File: config.mk
export PLATFORM = sky130hd
export DESIGN_NAME = irq_controller
export DESIGN_NICKNAME = d
export VERILOG_FILES = /design/src/rtl/irq_controller.sv
export SDC_FILE = /design/constraint.sdc
export NUM_CORES = 1
export LEC_CHECK = 0
export BUFFER_PORTS_ARGS = -buffer_cell sky130_fd_sc_hd__buf_2
export CELL_PAD_IN_SITES_DETAIL_PLACEMENT = 0
export CELL_PAD_IN_SITES_GLOBAL_PLACEMENT = 1
export CORE_UTILIZATION = 41
export CTS_BUF_LIST = sky130_fd_sc_hd__clkbuf_8
export DETAILED_ROUTE_END_ITERATION = 16
export GPL_TIMING_DRIVEN = 0
export PLACE_DENSITY_LB_ADDON = 0.1
export RECOVER_POWER = 100
export SKIP_CTS_REPAIR_TIMING = 1
export SYNTH_ARGS = -nofsm -noshare
export SYNTH_HDL_FRONTEND = slang
export SYNTH_SLANG_ARGS = --single-unit
File: constraint.sdc
create_clock -name clk -period 2.55 [get_ports clk]
set_input_delay 0.765 -clock clk [delete_from_list [all_inputs] [get_ports clk]]
set_output_delay 0.765 -clock clk [all_outputs]
set_load 0.01 [all_outputs]
File: src/rtl/irq_controller.sv
// Interrupt front end: NUM_IRQ maskable sources plus one NMI, ack/EOI handshake with the CPU.
// Define IRQ_ROTATE_PRIORITY_EN for rotating priority; default build uses fixed priority (index 0 highest).
module irq_controller #(
    parameter int unsigned          NUM_IRQ   = 8,
    parameter int unsigned          VEC_W     = 3,
    parameter logic [NUM_IRQ-1:0]   TRIG_EDGE = 8'hFF
) (
    input  logic               clk,
    input  logic               reset,
    input  logic [NUM_IRQ-1:0] irq_in,
    input  logic               nmi_in,
    input  logic               mask_we,
    input  logic [NUM_IRQ-1:0] mask_wdata,
    input  logic               cpu_intd,
    input  logic               cpu_ina,
    input  logic               cpu_eoi,
    output logic               int_req,
    output logic               nmi_req,
    output logic [VEC_W-1:0]   vector,
    output logic               nmi_sel,
    output logic [NUM_IRQ-1:0] pending,
    output logic [NUM_IRQ-1:0] mask,
    output logic               in_service
);

    typedef enum logic [1:0] {IDLE, REQ, SERV, NMI_SERV} state_t;

    state_t             state, state_nxt;
    logic [NUM_IRQ-1:0] irq_q;
    logic [NUM_IRQ-1:0] elig;
    logic [NUM_IRQ-1:0] edge_det;
    logic [NUM_IRQ-1:0] pend_clr;
    logic [NUM_IRQ-1:0] pend_nxt;
    logic               nmi_q;
    logic               nmi_pend;
    logic               saved;
    logic [VEC_W-1:0]   vec_q;
    logic [VEC_W-1:0]   top;
    logic               found;
    logic               ack_irq;
    logic               ack_nmi;

    assign elig = pending & ~mask;

`ifdef IRQ_ROTATE_PRIORITY_EN
    logic [VEC_W-1:0] last;

    // Wrap-around search split in two passes: channels above last first, then the rest.
    always_comb begin
        top   = '0;
        found = 1'b0;
        for (int unsigned i = 0; i < NUM_IRQ; i++) begin
            if (!found && (VEC_W'(i) > last) && elig[i]) begin
                top   = VEC_W'(i);
                found = 1'b1;
            end
        end
        for (int unsigned i = 0; i < NUM_IRQ; i++) begin
            if (!found && (VEC_W'(i) <= last) && elig[i]) begin
                top   = VEC_W'(i);
                found = 1'b1;
            end
        end
    end

    always_ff @(posedge clk) begin
        if (reset) begin
            last <= '0;
        end else if (ack_irq) begin
            last <= top;
        end
    end
`else
    always_comb begin
        top   = '0;
        found = 1'b0;
        for (int unsigned i = 0; i < NUM_IRQ; i++) begin
            if (!found && elig[i]) begin
                top   = VEC_W'(i);
                found = 1'b1;
            end
        end
    end
`endif

    always_comb begin
        state_nxt = state;
        ack_irq   = 1'b0;
        nmi_req   = nmi_pend && (state != NMI_SERV);
        ack_nmi   = cpu_ina && nmi_req;
        // An NMI ack wins in every state it can occur in; a REQ it interrupts is simply dropped.
        if (ack_nmi) begin
            state_nxt = NMI_SERV;
        end else begin
            case (state)
                IDLE: begin
                    if ((elig != '0) && !cpu_intd) state_nxt = REQ;
                end
                REQ: begin
                    if ((elig == '0) || cpu_intd) begin
                        state_nxt = IDLE;
                    end else if (cpu_ina) begin
                        state_nxt = SERV;
                        ack_irq   = 1'b1;
                    end
                end
                SERV: begin
                    if (cpu_eoi) state_nxt = IDLE;
                end
                NMI_SERV: begin
                    if (cpu_eoi) state_nxt = saved ? SERV : IDLE;
                end
                default: state_nxt = IDLE;
            endcase
        end
    end

    always_comb begin
        int_req    = (state == REQ);
        in_service = (state == SERV) || (state == NMI_SERV);
        nmi_sel    = nmi_req || (state == NMI_SERV);
        case (state)
            IDLE:    vector = '0;
            REQ:     vector = top;
            default: vector = vec_q;
        endcase
    end

    assign edge_det = irq_in & ~irq_q;
    assign pend_clr = ack_irq ? (NUM_IRQ'(1) << top) : '0;
    // Edge channels hold until acked (a new edge wins over the clear); level channels follow the source.
    assign pend_nxt = (TRIG_EDGE & (edge_det | (pending & ~pend_clr))) | (~TRIG_EDGE & irq_in);

    always_ff @(posedge clk) begin
        if (reset) begin
            state    <= IDLE;
            pending  <= '0;
            mask     <= '1;
            irq_q    <= '0;
            nmi_q    <= 1'b0;
            nmi_pend <= 1'b0;
            saved    <= 1'b0;
            vec_q    <= '0;
        end else begin
            state    <= state_nxt;
            pending  <= pend_nxt;
            irq_q    <= irq_in;
            nmi_q    <= nmi_in;
            nmi_pend <= (nmi_in & ~nmi_q) | (nmi_pend & ~ack_nmi);
            if (mask_we) mask <= mask_wdata;
            if (ack_irq) vec_q <= top;
            if (ack_nmi) begin
                saved <= (state == SERV);
            end else if ((state == NMI_SERV) && cpu_eoi) begin
                saved <= 1'b0;
            end
        end
    end

endmodule

==> summary.txt, run 1 <==
Die Wd -> 61.8 µm
Largest net degree at the start of global routing -> 11
ANT nets after route -> 0
Final hold violation count -> 0
Avg Cell Area, Syn -> 8.98 µm²
Area Overhead vs Synth -> 27.2%
Status -> finished clean
Fmax -> 406 MHz
Iter 0 DRT Violations -> 57
Mapped Cells -> 163
Die Y -> 61.8 µm
Crit. End Element -> output pin
Synth Warn # -> 0
CP required -> 1.79 ns
Worst Clk Skew -> 0.00485 ns
CP Launch Type -> flop
Initial antenna violation count -> 0
Clk_lat worst skew -> 0.29 ns
VDD IR max -> 0.384 mV
Syn nets -> 186
Tcrit/Tclk final -> 96.6%
Routed vias -> 1339
H-tree depth -> 2
# setup viols final -> 0
Max-slew violations -> 0
Drt wl/cell -> 12.9 µm
Slew headroom -> 47.6%
Total chip power -> 0.00120 W
DR vias/cell -> 5.15
Reg2Reg Launch Point -> mask[1]
Leakage power -> 0.821 nW
CTS clk-pin slew, worst paths -> 0.07 ns
Min-Delay Startpoint -> irq_q[2]
GR Overflow Total -> 0
Worst Path Max Fanout -> 5
CP arrival -> 1.70 ns
GRT Overall Usage -> 18.6%
Die area -> 0.00381 mm²
Critical Path Start -> pending[4]
Max cap viols -> 0
Setup TNS -> 0 ns
Clk root buf -> clkbuf_8
Critical path class -> reg2out
Tmin final -> 2.46 ns
Vias in the first global route -> 1124
CTS tree -> built
Worst hold path class -> reg2reg
Post-Place Cells -> 252
Routed WL -> 3350 µm
Seq/Total Area, Yosys -> 43.8%
Number of flops mapped to enable cells by yosys -> 0
Worst Max-Slew Pin Slew -> 0.775 ns
DRC errors left -> 0
Core Region -> 0.00339 mm²
Routability Congestion -> 0.817
Initial Util -> 43.2%
Fillers -> 341
Layout Cells excl Fill -> 260
Mapped Area -> 0.00146 mm²
Drt pass-1 iters -> 4
Port Buffers -> 43
CTS Sinks -> 32
Top FF cell, synth -> dfxtp_1
First-pass GRT wire length -> 5010 µm
Share of cells above drive strength 1 -> 28.0%
Layout net count -> 236
Clk buf depth -> 2
Unique masters post-synth -> 40
Antenna fix cells -> 0
I/O pin total -> 46
Clock buffer count from CTS -> 5
PD cells -> 646 mW/mm²
Final HPWL DP -> 2540 µm
Asr flop ratio synth -> 0%
Std-Cell Rows -> 21
Synthesized flop and latch total -> 32
## per-layer routing
layer	GRT usage [%]	wire, µm	vias to the layer above
li1	-	-	678
met1	24.1	1550	613
met2	28.4	1580	41
met3	4.35	160	7
met4	10.5	57	0
met5	0	0	-
## path summary, 6_finish.rpt
check / end / slack, ns / cells after the start
max: vector[2] / 0.09 / 5
min: pending[2] / 0.42 / 1
max reg2reg: pending[6] / 0.68 / 4
min reg2reg: pending[2] / 0.42 / 1
## sequential cells by signal, summed over array words and instances (netlist names)
| name | cells |
|---|---|
| irq_q | 8 |
| mask | 8 |
| nmi_pend | 1 |
| nmi_q | 1 |
| pending | 8 |
| saved | 1 |
| state | 2 |
| vec_q | 3 |
## power by group
part	leakage, nW	total, W	switching [W]	internal (W)
sequential	0.265	0.000557	0.0000245	0.000532
clock	0.0593	0.000475	0.000189	0.000286
combinational	0.497	0.000172	0.0000925	0.0000795
## cell families after synthesis
family | count (synthesis) | synth area share, %
AOI/OAI and AO/OA | 41 | 19.7
muxes | 10 | 6.84
DFF | 32 | 43.8
and+or+nand+nor | 64 | 25.6
buffers and inverters | 16 | 4.10
## Yosys cell counts, types with 2 or more instances
cell      instances  share of area (%)
a31o_2            2                1.2
nor2b_1          15                6.4
dfxtp_1          32                 44
nor3_1            2               0.68
a32o_1            2                1.4
o21ai_0           7                2.4
nand2_1          19                4.9
a22o_1            2                1.2
or2b_1            3                1.5
nand2b_1          7                3.0
a211oi_1          2                1.0
mux2i_1          10                6.8
a21oi_1          10                3.4
nor2_1            6                1.5
clkbuf_1          7                1.8
inv_1             9                2.3
o311ai_0          2                1.2
a31oi_1           4                1.7
## placed cells by master, fill, tap and decap left out, drive strengths merged, types with 2 or more instances in the layout
cell type	Yosys	layout
nor3	2	2
inv	9	10
nor2	6	6
a21oi	10	10
a22o	2	2
a211oi	2	2
a31o	2	2
dfxtp	32	32
a31oi	4	4
or2b	3	3
nand2	19	19
nor2b	16	16
mux2i	10	10
nand2b	8	8
clkbuf	7	19
o311ai	2	2
o21ai	9	9
buf	0	36
or4	2	2
nor4	2	2
a32o	2	2
## worst max-delay path: stages, from the launching register on
cell,delay [ns]
dfxtp_1,0.33
nor2b_2,0.19
or4_4,0.56
nand2_1,0.11
o21ai_0,0.08
buf_2,0.14
## through the flow
step	utilization [%]	hold WS (ns)	setup slack, ns	cell area [µm²]
global route	54.9	0.456	-0.0143	1860
CTS	54.4	0.422	0.00122	1840
floorplan	-	0.399	0.492	1460
global placement	51.2	0.411	0.342	1740
finish	54.9	0.422	0.0879	1860
detailed placement	51.2	0.407	0.320	1740
## final cells by class
cell class,count,area (µm²),area share [%]
clock buffer,5,68.8,3.70
timing repair buffer,43,208,11.2
sequential,32,644,34.6
inverter,9,33.8,1.81
tap,46,57.6,3.09
buffer,7,26.3,1.41
multi-input combinational,115,785,42.1
clock inverter,3,38.8,2.08
(Power assumes the default switching activity.)
==> inputs of run 2 (changes only) <==
--- a/config.mk
+++ b/config.mk
@@ -8,6 +8,7 @@
 export BUFFER_PORTS_ARGS = -buffer_cell sky130_fd_sc_hd__buf_2
 export CELL_PAD_IN_SITES_DETAIL_PLACEMENT = 0
 export CELL_PAD_IN_SITES_GLOBAL_PLACEMENT = 1
+export CORE_ASPECT_RATIO = 1.1
 export CORE_UTILIZATION = 41
 export CTS_BUF_LIST = sky130_fd_sc_hd__clkbuf_8
 export DETAILED_ROUTE_END_ITERATION = 16
==> run 2 against run 1 <==
Final cell count up 0.77%. Setup slack lost 0.020 ns. Clock skew up 0.0024 ns. First-iteration DRC count down 51%. Sequential power about the same. Critical path depth rose by 1.
==> summary.txt, run 2 (synthesis gave the netlist of run 1 again) <==
Initial antenna violation count -> 0 (unchanged)
CP arrival -> 1.72 ns (+0.02 ns)
Met3 WL -> 127 µm (-21%)
VDD IR max -> 0.422 mV (+9.7%)
Multi-input gate area -> 782 µm² (-0.32%)
Layout Cells excl Fill -> 262 (+0.77%)
Routed length on met1 -> 1520 µm (-1.9%)
Internal -> 0.000896 W (-0.19%)
Leakage power -> 0.782 nW (-4.8%)
Clk_lat worst skew -> 0.29 ns (about the same)
CP delay by family, top -> compound AO/OA/AOI/OAI gates
Worst path slowest cell -> dfxtp_1
H-tree depth -> 2 (unchanged)
# setup viols final -> 0 (unchanged)
Worst Path Max Fanout -> 4 (-1)
GRT Overall Usage -> 18.2% (-0.38 points)
Post-Place Cells -> 254 (+0.79%)
Routed WL -> 3340 µm (-0.27%)
Area Overhead vs Synth -> 26.2%
Max Used Layer -> met4
Worst path bufs/invs -> 1 (unchanged)
Sw power -> 0.000306 W (about the same)
Met2 Wirelength -> 1670 µm (+5.7%)
Worst hold path class -> reg2reg
Worst Clk Skew -> 0.00724 ns (+0.00239 ns)
Antenna fix cells -> 0 (unchanged)
DRC errors left -> 0 (unchanged)
CP required -> 1.79 ns (about the same)
Crit. End Element -> output pin
Port Buffers -> 43 (unchanged)
Register area -> 642 µm² (-0.39%)
Final hold violation count -> 0 (unchanged)
Iter 0 DRT Violations -> 28 (-51%)
Status -> finished clean
Die Wd -> 59.0 µm (-4.5%)
Routed vias -> 1311 (-2.1%)
Clk root buf -> clkbuf_8
Tmin final -> 2.48 ns (+0.0197 ns)
Placement Setup Slack -> 0.344 ns (+0.0240 ns)
Sw Ratio -> 25.5% (+0.027 points)
CP cell instances -> or2b_1 -> o21ai_1 -> a31oi_2 -> a31o_2 -> a22o_1 -> buf_2
DR vias/cell -> 5.00 (-2.8%)
First-pass GRT wire length -> 5260 µm (+5.1%)
Most frequent cells in the layout -> 31 x dfxtp_1, 26 x clkbuf_1, 23 x buf_2
Slew headroom -> 56.1% (+8.6 points)
GR Overflow Total -> 0 (unchanged)
Setup WS post-layout -> 0.0683 ns (-0.0197 ns)
Drt pass-1 iters -> 4 (unchanged)
Clk network pwr share -> 39.8% (+0.3 points)
CTS clk-pin slew, worst paths -> 0.07 ns (about the same)
ANT nets after route -> 0 (unchanged)
Tcrit/Tclk final -> 97.3% (+0.77 points)
Final HPWL DP -> 2500 µm (-1.8%)
Std-Cell Rows -> 22 (+4.8%)
Die area -> 0.00381 mm² (about the same)
Commonest non-fill, non-tap cell in the layout -> dfxtp_1
Die Y -> 64.7 µm (+4.7%)
CP Launch Type -> flop
Share of cells above drive strength 1 -> 21.5% (-6.5 points)
Worst Max-Slew Pin Slew -> 0.649 ns (-0.127 ns)
Vias in the first global route -> 1192 (+6.0%)
Fillers -> 352 (+3.2%)
Sequential Power Share -> 46.3% (about the same)
Critical path class -> reg2out
PD cells -> 651 mW/mm² (+0.66%)
Layout net count -> 236 (unchanged)
I/O pin total -> 46 (unchanged)
Drt wl/cell -> 12.8 µm (-1.0%)
Largest net degree at the start of global routing -> 12 (+1)
Clk buf depth -> 2 (unchanged)
Comb power frac -> 13.8% (-0.5 points)
CTS tree -> built
Routability Congestion -> 0.890 (+9.0%)
Leading registers by flop count -> irq_q x8, mask x8, pending x8
Initial Util -> 43.2% (+0.048 points)
Fmax -> 403 MHz (-0.79%)
Max cap viols -> 0 (unchanged)
Clock buffer count from CTS -> 5 (unchanged)
CTS Sinks -> 32 (unchanged)
Slowest stage delay, CP -> 0.36 ns (-0.20 ns)
Core Region -> 0.00339 mm² (-0.11%)
Max-slew violations -> 0 (unchanged)
-- run 2: area by class of cell --
class | count | area share, %
multi-input cells | 115 | 42.3
flip-flops and latches | 32 | 34.8
repair buffers | 43 | 10.4
clock buffers | 5 | 3.73
well taps | 48 | 3.25
clock inverters | 3 | 2.30
inverters | 9 | 1.83
plain buffers | 7 | 1.42
-- run 2: layer usage --
metal,global-route usage (%),up-vias
met5,0,-
met4,5.36,0
met3,5.59,2
met2,29.8,26
met1,22.6,606
li1,-,677
-- run 2: path summary, 6_finish.rpt --
kind         cells after the start  slack, ns          to        from
max                              6       0.07   vector[0]  pending[0]
min                              1       0.43  pending[2]    irq_q[2]
max reg2reg                      5       0.53  pending[3]    state[0]
min reg2reg                      1       0.43  pending[2]    irq_q[2]
-- run 2: worst reg2reg max path, cell delays in order (launching register included) --
cell	delay [ns]
dfxtp_1	0.44
nand2b_2	0.12
nor4b_1	0.57
o21ai_0	0.39
nor4_1	0.29
o2bb2ai_1	0.11
-- run 2: through the flow --
step                      power [W]  setup TNS, ns  hold WS, ns  utilization, %  area, µm²
after global placement     0.000732              0        0.412            51.4       1740
final                       0.00120              0        0.426            54.5       1850
after CTS                   0.00122              0        0.431            54.7       1850
after detailed placement   0.000736              0        0.417            51.4       1740
after global routing        0.00126        -0.0154        0.441            54.5       1850
after floorplan            0.000670              0        0.399               -       1460
-- run 2: power by group through the flow --
| stage | Combinational (W) | Sequential [W] | Clock, W |
|---|---|---|---|
| CTS | 0.000170 | 0.000556 | 0.000494 |
| finish | 0.000166 | 0.000556 | 0.000479 |
| global route | 0.000185 | 0.000561 | 0.000519 |
| floorplan | 0.000100 | 0.000570 | 0 |
| global placement | 0.000167 | 0.000566 | 0 |
| detailed placement | 0.000169 | 0.000567 | 0 |
==> inputs of run 3 (changes only) <==
--- a/config.mk
+++ b/config.mk
@@ -5,11 +5,12 @@
 export SDC_FILE = /design/constraint.sdc
 export NUM_CORES = 1
 export LEC_CHECK = 0
+export ABC_AREA = 1
 export BUFFER_PORTS_ARGS = -buffer_cell sky130_fd_sc_hd__buf_2
 export CELL_PAD_IN_SITES_DETAIL_PLACEMENT = 0
 export CELL_PAD_IN_SITES_GLOBAL_PLACEMENT = 1
 export CORE_ASPECT_RATIO = 1.1
-export CORE_UTILIZATION = 41
+export CORE_UTILIZATION = 39
 export CTS_BUF_LIST = sky130_fd_sc_hd__clkbuf_8
 export DETAILED_ROUTE_END_ITERATION = 16
 export GPL_TIMING_DRIVEN = 0
==> run 3 against run 2 <==
Highest routed layer unchanged. Register-to-register slack gained 0.26 ns. Sequential power is 5.6% higher. Clock-buffer cell count grew 2. Maximum frequency is 2.4% higher.
==> summary.txt, run 3 <==
Area Overhead vs Synth -> 29.5%
I/O pin total -> 46 (unchanged)
Worst Max-Slew Pin Slew -> 0.495 ns (-0.154 ns)
Die Wd -> 58.6 µm (-0.69%)
Share of cells above drive strength 1 -> 24.5% (+3.0 points)
Die area -> 0.00376 mm² (-1.4%)
Area contributors post-synth -> dfxtp_1 47%, nand2_1 9.6%, inv_1 8.8%
DR vias/cell -> 4.66 (-6.9%)
Routed vias -> 1365 (+4.1%)
Worst path slowest cell -> dfxtp_1
CP cell instances -> inv_2 -> nand2_1 -> nand2_2 -> nor2_4 -> buf_4 -> nand4_1 -> nand3_1 -> nor2_2 -> o22ai_1 -> buf_2
Final hold violation count -> 0 (unchanged)
Tmin final -> 2.42 ns (-0.0576 ns)
Placement Setup Slack -> 0.314 ns (-0.0305 ns)
Most frequent cells in the layout -> 35 x nand2_1, 35 x buf_2, 32 x inv_1, 32 x dfxtp_1, 18 x o21ai_0
Port Buffers -> 45 (+4.7%)
ANT nets after route -> 0 (unchanged)
Number of flops mapped to enable cells by yosys -> 0 (unchanged)
Reg2Reg Launch Point -> mask[3]
Comb power frac -> 25.0% (+11 points)
Cell area after placement -> 0.00166 mm² (-4.7%)
Clock buffer count from CTS -> 5 (unchanged)
Synthesized flop and latch total -> 32 (unchanged)
Max-slew violations -> 0 (unchanged)
Mapped Cells -> 188 (+15%)
Worst Clk Skew -> 0.00343 ns (-0.00382 ns)
Initial Util -> 40.9% (-2.4 points)
Routability Congestion -> 0.851 (-4.4%)
Sequential Power Share -> 44.2% (-2.1 points)
Asr flop ratio synth -> 0% (unchanged)
Worst path bufs/invs -> 3 (+2)
Largest area contributor in the netlist -> dfxtp_1
Top FF cell, synth -> dfxtp_1
CP arrival -> 1.66 ns (-0.06 ns)
Core Region -> 0.00336 mm² (-0.81%)
Seq/Total Area, Yosys -> 46.7% (+2.9 points)
Min-Delay Startpoint -> irq_q[7]
Sw Ratio -> 31.0% (+5.6 points)
Synth Warn # -> 0 (unchanged)
# setup viols final -> 0 (unchanged)
Worst hold path class -> reg2reg
CTS tree -> built
VDD IR max -> 0.377 mV (-10%)
H-tree depth -> 2 (unchanged)
Synth top area share -> 46.7% (+2.9 points)
PD cells -> 747 mW/mm² (+15%)
Worst Path Max Fanout -> 5 (+1)
First-pass GRT wire length -> 5180 µm (-1.6%)
Sw power -> 0.000412 W (+35%)
Drt wl/cell -> 10.6 µm (-17%)
CTS Sinks -> 32 (unchanged)
Critical Path Start -> mask[2]
Die Y -> 64.2 µm (-0.70%)
GR Overflow Total -> 0 (unchanged)
CP delay by family, top -> simple AND/OR/NAND/NOR gates
Max cap viols -> 0 (unchanged)
GRT Overall Usage -> 18.6% (+0.42 points)
CP Launch Type -> flop
Initial antenna violation count -> 0 (unchanged)
Routed WL -> 3120 µm (-6.6%)
CTS clk-pin slew, worst paths -> 0.06 ns (about the same)
Clk_lat worst skew -> 0.28 ns (about the same)
Largest net degree at the start of global routing -> 11 (-1)
Clk root buf -> clkbuf_8
Drt pass-1 iters -> 4 (unchanged)
Avg Cell Area, Syn -> 7.30 µm² (-19%)
Antenna fix cells -> 0 (unchanged)
Post-synth top cells -> 35 x nand2_1, 32 x dfxtp_1, 32 x inv_1, 18 x nor2_1, 18 x o21ai_0
Critical path class -> reg2out
Leakage power -> 0.921 nW (+18%)
Leading registers by flop count -> irq_q x8, mask x8, pending x8
Mapped Area -> 0.00137 mm² (-6.2%)
Final instance area -> 0.00178 mm² (-3.7%)
Std-Cell Rows -> 22 (unchanged)
Iter 0 DRT Violations -> 65 (+130%)
Clk buf depth -> 2 (unchanged)
Fmax -> 413 MHz (+2.4%)
Syn nets -> 211 (+13%)
CP required -> 1.79 ns (about the same)
Internal -> 0.000916 W (+2.3%)
Final HPWL DP -> 2460 µm (-1.7%)
Clk network pwr share -> 30.8% (-9.0 points)
Crit. End Element -> output pin
Slowest stage delay, CP -> 0.34 ns (-0.02 ns)
Tcrit/Tclk final -> 95.1% (-2.3 points)
Setup WS post-layout -> 0.126 ns (+0.0576 ns)
Status -> finished clean
Layout net count -> 268 (+14%)
DRC errors left -> 0 (unchanged)
Most common cell in the netlist -> nand2_1
Vias in the first global route -> 1248 (+4.7%)
Unique masters post-synth -> 21 (-48%)
Slew headroom -> 67.0% (+11 points)
==> run 3: cell count changes in the layout (fill, tap and decap cells not counted), moves of 8 or more <==
cell      before  now
buf_2         23   35
clkbuf_1      26   15
inv_1          9   32
mux2i_1       10    0
nand2_1       19   35
nor2_1         6   14
nor2b_1       12    0
o21ai_0        8   18
o22ai_1        0    8
==> run 3: path summary, 6_finish.rpt <==
check / to / slack (ns) / depth (start not counted)
worst max-delay path: vector[1] / 0.13 / 10
worst min register to register: pending[7] / 0.42 / 1
worst max register to register: pending[7] / 0.79 / 11
worst min-delay path: pending[7] / 0.42 / 1
==> run 3: cell families after synthesis <==
| family | count (synthesis) | share of synthesized area [%] |
|---|---|---|
| AOI/OAI and AO/OA | 43 | 17.0 |
| and+or+nand+nor | 74 | 25.2 |
| DFF | 32 | 46.7 |
| buffers and inverters | 39 | 11.2 |
==> run 3: stage by stage <==
stage	hold WS, ns	std cells	util [%]	total power, W	setup TNS (ns)
2_1_floorplan	0.400	188	-	0.000816	0
3_3_place_gp	0.407	281	49.4	0.000916	0
3_5_place_dp	0.414	281	49.4	0.000925	0
4_1_cts	0.422	288	52.2	0.00134	0
5_1_grt	0.440	293	52.9	0.00142	-0.00255
6_report	0.419	293	52.9	0.00133	0
==> run 3: worst register-to-register path: stages (launching register included) <==
cell and delay [ns]:
dfxtp_1 0.31, inv_1 0.10, nand2_1 0.07, nand2_2 0.08, nor2_4 0.05, buf_4 0.13
nand2_1 0.10, nand4_1 0.31, inv_1 0.27, nand2_1 0.08, nand3_1 0.07, o31ai_1 0.07
==> run 3: power by group through the flow <==
stage               registers (W)  clock network [W]  logic (W)
finish                   0.000587           0.000410   0.000332
global placement         0.000596                  0   0.000320
floorplan                0.000600                  0   0.000215
global route             0.000594           0.000452   0.000375
CTS                      0.000587           0.000423   0.000328
detailed placement       0.000598                  0   0.000328
==> run 3: final cells by class <==
| class | count | area [µm²] |
|---|---|---|
| repair buffers | 50 | 250 |
| inverters | 34 | 128 |
| fillers | 382 | 1580 |
| well taps | 48 | 60.1 |
| clock buffers | 7 | 96.3 |
| flip-flops and latches | 32 | 641 |
| multi-input cells | 117 | 584 |
| plain buffers | 5 | 18.8 |
==> run 3: metal layers <==
layer  wire, µm  track usage (%)
met3        141             6.68
met1       1470             21.9
met2       1470             30.3
met5          0                0
met4         38             7.44
